`src/rtl/fetch_stage.sv`:
```
// Instruction fetch stage: request/grant memory interface, in-order prefetch FIFO and redirect handling.
// Optional stall counter output enabled by defining FETCH_STALL_COUNT_EN.
module fetch_stage #(
    parameter int unsigned           WORD_WIDTH = 32,
    parameter logic [WORD_WIDTH-1:0] BOOT_ADDR  = '0,
    parameter int unsigned           FIFO_DEPTH = 2
) (
    input  logic                  clk_i,
    input  logic                  rst_i,
    output logic                  instr_req_o,
    output logic [WORD_WIDTH-1:0] instr_addr_o,
    input  logic                  instr_gnt_i,
    input  logic                  instr_rvalid_i,
    input  logic [WORD_WIDTH-1:0] instr_rdata_i,
    input  logic                  branch_pc_ctrl_i,
    input  logic [WORD_WIDTH-1:0] branch_target_i,
    output logic [WORD_WIDTH-1:0] instruction_o,
    output logic [WORD_WIDTH-1:0] pc_o,
    output logic                  instr_valid_o,
    input  logic                  instr_ready_i
`ifdef FETCH_STALL_COUNT_EN
    ,
    output logic [31:0]           stall_count_o
`endif
);

    localparam int unsigned           PTR_W      = (FIFO_DEPTH > 2) ? 2 : 1;
    localparam int unsigned           CNT_W      = 3;
    localparam logic [CNT_W:0]        DEPTH_C    = (CNT_W + 1)'(FIFO_DEPTH);
    localparam logic [PTR_W-1:0]      LAST_PTR   = PTR_W'(FIFO_DEPTH - 1);
    localparam logic [WORD_WIDTH-1:0] WORD_STEP  = WORD_WIDTH'(4);
    localparam logic [WORD_WIDTH-1:0] ALIGN_MASK = ~WORD_WIDTH'(3);

    logic [WORD_WIDTH-1:0] fetch_addr_q, fetch_addr_d;
    logic [WORD_WIDTH-1:0] resp_pc_q, resp_pc_d;
    logic [CNT_W-1:0]      outstanding_q, outstanding_d;
    logic [CNT_W-1:0]      discard_q, discard_d;
    logic [CNT_W-1:0]      count_q, count_d;
    logic [PTR_W-1:0]      rd_ptr_q, rd_ptr_d;
    logic [PTR_W-1:0]      wr_ptr_q, wr_ptr_d;
    logic [WORD_WIDTH-1:0] fifo_data_q [FIFO_DEPTH];
    logic [WORD_WIDTH-1:0] fifo_data_d [FIFO_DEPTH];
    logic [WORD_WIDTH-1:0] fifo_pc_q   [FIFO_DEPTH];
    logic [WORD_WIDTH-1:0] fifo_pc_d   [FIFO_DEPTH];

    logic fifo_empty, accept, rsp_valid, push, pop;

    function automatic logic [PTR_W-1:0] ptr_inc(input logic [PTR_W-1:0] p);
        return (p == LAST_PTR) ? '0 : p + PTR_W'(1);
    endfunction

    always_comb begin
        fifo_empty    = (count_q == '0);
        instr_req_o   = !rst_i && !branch_pc_ctrl_i &&
                        (({1'b0, count_q} + {1'b0, outstanding_q}) < DEPTH_C);
        instr_addr_o  = fetch_addr_q;
        instr_valid_o = !fifo_empty && !branch_pc_ctrl_i;
        instruction_o = fifo_empty ? '0 : fifo_data_q[rd_ptr_q];
        pc_o          = fifo_empty ? '0 : fifo_pc_q[rd_ptr_q];
    end

    always_comb begin
        accept    = instr_req_o && instr_gnt_i;
        rsp_valid = instr_rvalid_i && (outstanding_q != '0);
        push      = rsp_valid && (discard_q == '0) && !branch_pc_ctrl_i;
        pop       = instr_valid_o && instr_ready_i;

        outstanding_d = outstanding_q + CNT_W'(accept) - CNT_W'(rsp_valid);

        // On redirect everything still in flight after this cycle is stale; a response
        // returning in the redirect cycle itself is already excluded from that number.
        discard_d = discard_q;
        if (branch_pc_ctrl_i) begin
            discard_d = outstanding_d;
        end else if (rsp_valid && (discard_q != '0)) begin
            discard_d = discard_q - CNT_W'(1);
        end

        fetch_addr_d = fetch_addr_q;
        resp_pc_d    = resp_pc_q;
        if (branch_pc_ctrl_i) begin
            fetch_addr_d = branch_target_i & ALIGN_MASK;
            resp_pc_d    = branch_target_i & ALIGN_MASK;
        end else begin
            if (accept) fetch_addr_d = fetch_addr_q + WORD_STEP;
            if (push)   resp_pc_d    = resp_pc_q + WORD_STEP;
        end

        fifo_data_d = fifo_data_q;
        fifo_pc_d   = fifo_pc_q;
        if (push) begin
            fifo_data_d[wr_ptr_q] = instr_rdata_i;
            fifo_pc_d[wr_ptr_q]   = resp_pc_q;
        end

        if (branch_pc_ctrl_i) begin
            wr_ptr_d = '0;
            rd_ptr_d = '0;
            count_d  = '0;
        end else begin
            wr_ptr_d = push ? ptr_inc(wr_ptr_q) : wr_ptr_q;
            rd_ptr_d = pop  ? ptr_inc(rd_ptr_q) : rd_ptr_q;
            count_d  = count_q + CNT_W'(push) - CNT_W'(pop);
        end
    end

    always_ff @(posedge clk_i) begin
        if (rst_i) begin
            fetch_addr_q  <= BOOT_ADDR;
            resp_pc_q     <= BOOT_ADDR;
            outstanding_q <= '0;
            discard_q     <= '0;
            count_q       <= '0;
            rd_ptr_q      <= '0;
            wr_ptr_q      <= '0;
        end else begin
            fetch_addr_q  <= fetch_addr_d;
            resp_pc_q     <= resp_pc_d;
            outstanding_q <= outstanding_d;
            discard_q     <= discard_d;
            count_q       <= count_d;
            rd_ptr_q      <= rd_ptr_d;
            wr_ptr_q      <= wr_ptr_d;
        end
    end

    always_ff @(posedge clk_i) begin
        fifo_data_q <= fifo_data_d;
        fifo_pc_q   <= fifo_pc_d;
    end

`ifdef FETCH_STALL_COUNT_EN
    logic [31:0] stall_count_q, stall_count_d;

    always_comb begin
        stall_count_d = stall_count_q;
        if (instr_ready_i && !instr_valid_o && (stall_count_q != '1)) begin
            stall_count_d = stall_count_q + 32'd1;
        end
        stall_count_o = stall_count_q;
    end

    always_ff @(posedge clk_i) begin
        if (rst_i) stall_count_q <= '0;
        else       stall_count_q <= stall_count_d;
    end
`endif

`ifndef SYNTHESIS
    always_ff @(posedge clk_i) begin
        if (!rst_i) begin
            assert (!(instr_rvalid_i && (outstanding_q == '0)))
                else $warning("fetch_stage: rvalid with no outstanding request ignored");
        end
    end
`endif

endmodule

```
`config.mk`:
```
export PLATFORM = sky130hd
export DESIGN_NAME = fetch_stage
export DESIGN_NICKNAME = d
export VERILOG_FILES = /design/src/rtl/fetch_stage.sv
export SDC_FILE = /design/constraint.sdc
export NUM_CORES = 1
export LEC_CHECK = 0
export ABC_AREA = 1
export CAP_MARGIN = 15
export CORE_UTILIZATION = 64
export DETAILED_ROUTE_END_ITERATION = 8
export DONT_BUFFER_PORTS = 1
export HOLD_SLACK_MARGIN = 0.02
export PLACE_DENSITY_LB_ADDON = 0.1
export SLEW_MARGIN = 20
export SYNTH_ARGS = -nofsm -noshare
export SYNTH_HDL_FRONTEND = slang
export SYNTH_SLANG_ARGS = --single-unit
```
`constraint.sdc`:
```
create_clock -name clk_i -period 5 [get_ports clk_i]
set_input_delay 1 -clock clk_i [delete_from_list [all_inputs] [get_ports clk_i]]
set_output_delay 1 -clock clk_i [all_outputs]
set_load 0.01 [all_outputs]
```
==> impl_metrics.json <==
{
  "ir_drop_v": 0.0002543,
  "synth_edf_count": 124,
  "vias": 7901,
  "yosysWarnings": 0,
  "crit_top_cell": "inv_1",
  "power.share.sequential": 0.520,
  "whs_ns": 0.4574,
  "clk_pin_slew_ns": 0.07,
  "finalSetupViolations": 0,
  "placed_area_sq_um": 10120,
  "drt_pass1_iterations": 5,
  "timing.fmax_mhz": 307.5,
  "path_max_fanout": 20,
  "grt_pass1_vias": 7123,
  "ios": 168,
  "cts_tree": "yes",
  "yosysMostFrequentCell": "nand2_1",
  "vias_per_cell": 5.278,
  "switching_share": 0.2701,
  "power.switching_uw": 1009,
  "cts.sinks": 195,
  "die_x_um": 127.2,
  "min_path_cells": 2,
  "hpwl_um": 15060,
  "place_congestion": 0.9167,
  "synthArstFlopShare": 0,
  "ys_seq_area_frac": 0.5131,
  "max_slew_margin": 0.3093,
  "portBuffers": 0,
  "start_util": 0.6572,
  "postCtsSetupRepairBufs": 0,
  "p_comb_frac": 0.120,
  "dp_cells": 1465,
  "path_class": "reg -> reg",
  "root_buffer": "clkbuf_16",
  "fin_tns_setup_ns": 0,
  "max_stage_delay_ns": 0.50,
  "synth.avg_cell_area_sq_um": 7.767,
  "grt.overflow.total": 0,
  "drc": 0,
  "path_buf_inv": 5,
  "grtUsageMet1": 0.3361,
  "numCtsBuffers": 17,
  "critPathArrivalTime_ns": 3.58,
  "syn_inst": 1291,
  "die_y_um": 127.2,
  "cp_data_required_time_ns": 5.32,
  "cts.repair.resized": 0,
  "antenna_left": 0,
  "use_met3": 0.06658,
  "antenna_found_initial": 0,
  "area_growth_pct": 6.739,
  "ys.flop_type": "edfxtp_1",
  "drv_cap": 0,
  "htreeDepth": 4,
  "layout_min_cycle_time_ns": 3.252,
  "p_per_area_nw_per_um2": 349.0,
  "diodes": 0,
  "ys_top_cells_by_area": "edfxtp_1, nand2_1, dfxtp_1",
  "grt.busiest_layer": "met2",
  "clkLatencyLatePin_ns": 0.43,
  "fin_cells": 1497,
  "grt_max_degree": 63,
  "internal_power_uw": 2727,
  "grt_pass1_wl_um": 34780,
  "rsz0062_at_grt": "false",
  "fillerInstances": 1260,
  "final_area_sq_um": 10700,
  "final_hold_viol_count": 0,
  "synth.ff_latch_count": 195,
  "synth_cell_types": 41,
  "worstSetupStartpointType": "flop",
  "drive_gt1_frac": 0.05988,
  "leakage_uw": 0.004676,
  "initialDrtViolationCount": 539,
  "slowest_stage": "fa_1",
  "dieArea_sq_um": 16170,
  "cts_hold_buf": 0,
  "grtUsageTotal": 0.2782,
  "synth_commonest_cells": "nand2_1, inv_1, edfxtp_1",
  "post-route-period-util": 0.6503,
  "p_clk_frac": 0.360,
  "yosys.area.top_type": "edfxtp_1",
  "wire_per_inst_um": 14.75,
  "final_nets": 1356,
  "status": "finished clean",
  "critPathTopFamily": "adder cells",
  "hold_path_class": "reg -> reg",
  "wl_um": 22090,
  "core_area_sq_um": 15260,
  "grt_util_met2": 0.4829,
  "synth_top_area_frac": 0.3714,
  "path_depth": 18,
  "tightest_slew_ns": 1.036,
  "fin_skew_ns": 0.007322,
  "drv_slew": 0,
  "syn_area_sq_um": 10030,
  "crit_path_end_kind": "flop",
  "crit_path_cell_trace": "inv_1 > fa_1 > inv_1 > nor2_1 > nand2_1 > nor2_4 > nand3_2 > buf_4 > ha_1 > inv_1 > ha_1 > inv_1 > fa_1 > xnor2_1 > xor2_1 > nand2_1 > a21oi_1 > nor2_1",
  "rows": 45,
  "clockBufferDepth": 2,
  "r2r_cells": 18
}
## per-layer routing
metal | routed length, um | part of all wire | up-vias
met5 | 0 | 0 | -
met4 | 453 | 0.021 | 0
met3 | 1786 | 0.081 | 25
met2 | 10690 | 0.48 | 282
met1 | 9156 | 0.41 | 3582
li1 | - | - | 4012
## cell usage in the layout (no fill, tap or decap), types with 5 or more instances in the layout
| cell type | count |
|---|---|
| a21oi_1 | 53 |
| a31oi_1 | 7 |
| buf_4 | 7 |
| clkbuf_16 | 17 |
| dfxtp_1 | 70 |
| edfxtp_1 | 124 |
| ha_1 | 10 |
| inv_1 | 156 |
| nand2_1 | 529 |
| nand2_2 | 8 |
| nand3_1 | 59 |
| nand3b_1 | 11 |
| nand4_1 | 5 |
| nor2_1 | 108 |
| nor2_2 | 6 |
| nor2_4 | 8 |
| o21ai_0 | 34 |
| xnor2_1 | 6 |
| xor2_1 | 11 |
## power groups by stage
stage	sequential, uW	combinational (uW)	clock [uW]
finish	1940	447	1350
detailed placement	1980	446	0
global route	1960	513	1430
global placement	1970	437	0
CTS	1940	450	1360
floorplan	1950	380	0
## cell families after synthesis
kind of cell	after synthesis	share of synthesized area
fa+ha+maj	13	0.01847
flops	195	0.5131
compound gates	110	0.05989
other cells	1	0.0003740
simple gates	746	0.3067
buf+inv	209	0.08660
xor+xnor	17	0.01485
## flip-flops by register name, indices dropped and copies added, names as in the netlist
signal,count
count_q,3
outstanding_q,3
resp_pc_q,30
fifo_pc_q,60
rd_ptr_q,1
fifo_data_q,64
wr_ptr_q,1
discard_q,3
instr_addr_o,30
## worst paths after layout
check / from / to / slack [ns]
worst max-delay path: count_q[1]$_SDFF_PP0_ / discard_q[2]$_SDFFE_PP0P_ / 1.75
worst min register to register: discard_q[1]$_SDFFE_PP0P_ / discard_q[1]$_SDFFE_PP0P_ / 0.46
worst max register to register: count_q[1]$_SDFF_PP0_ / discard_q[2]$_SDFFE_PP0P_ / 1.75
worst min-delay path: discard_q[1]$_SDFFE_PP0P_ / discard_q[1]$_SDFFE_PP0P_ / 0.46
## worst reg2reg max path, cell delays in order, from the launching register on
cell and delay (ns):
dfxtp_1 0.47, inv_1 0.10, fa_1 0.50, inv_1 0.04, nor2_1 0.07, nand2_1 0.08
nor2_4 0.10, nand3_2 0.06, buf_4 0.23, ha_1 0.30, inv_1 0.05, ha_1 0.13
inv_1 0.05, fa_1 0.37, xnor2_1 0.17, xor2_1 0.19, nand2_1 0.07, a21oi_1 0.12
nor2_1 0.05
## per-stage QoR
| stage | total power, uW | util | worst slack, ns |
|---|---|---|---|
| 2_1_floorplan | 2328 | - | 0.5124 |
| 3_3_place_gp | 2409 | 0.6633 | 1.546 |
| 3_5_place_dp | 2422 | 0.6633 | 1.519 |
| 4_1_cts | 3748 | 0.7014 | 1.726 |
| 5_1_grt | 3895 | 0.7014 | 1.505 |
| 6_report | 3735 | 0.7014 | 1.748 |
## final cells by class
cell class              count  area (sq um)  area share
clock buffers              18         429.2     0.04010
well taps                 211         264.0     0.02467
repair buffers              7         52.55    0.004910
flip-flops and latches    195          5146      0.4808
multi-input cells         890          4033      0.3768
clock inverters            14         152.6     0.01426
inverters                 162         625.6     0.05845
Note: power is estimated with default switching activity, not from simulation.
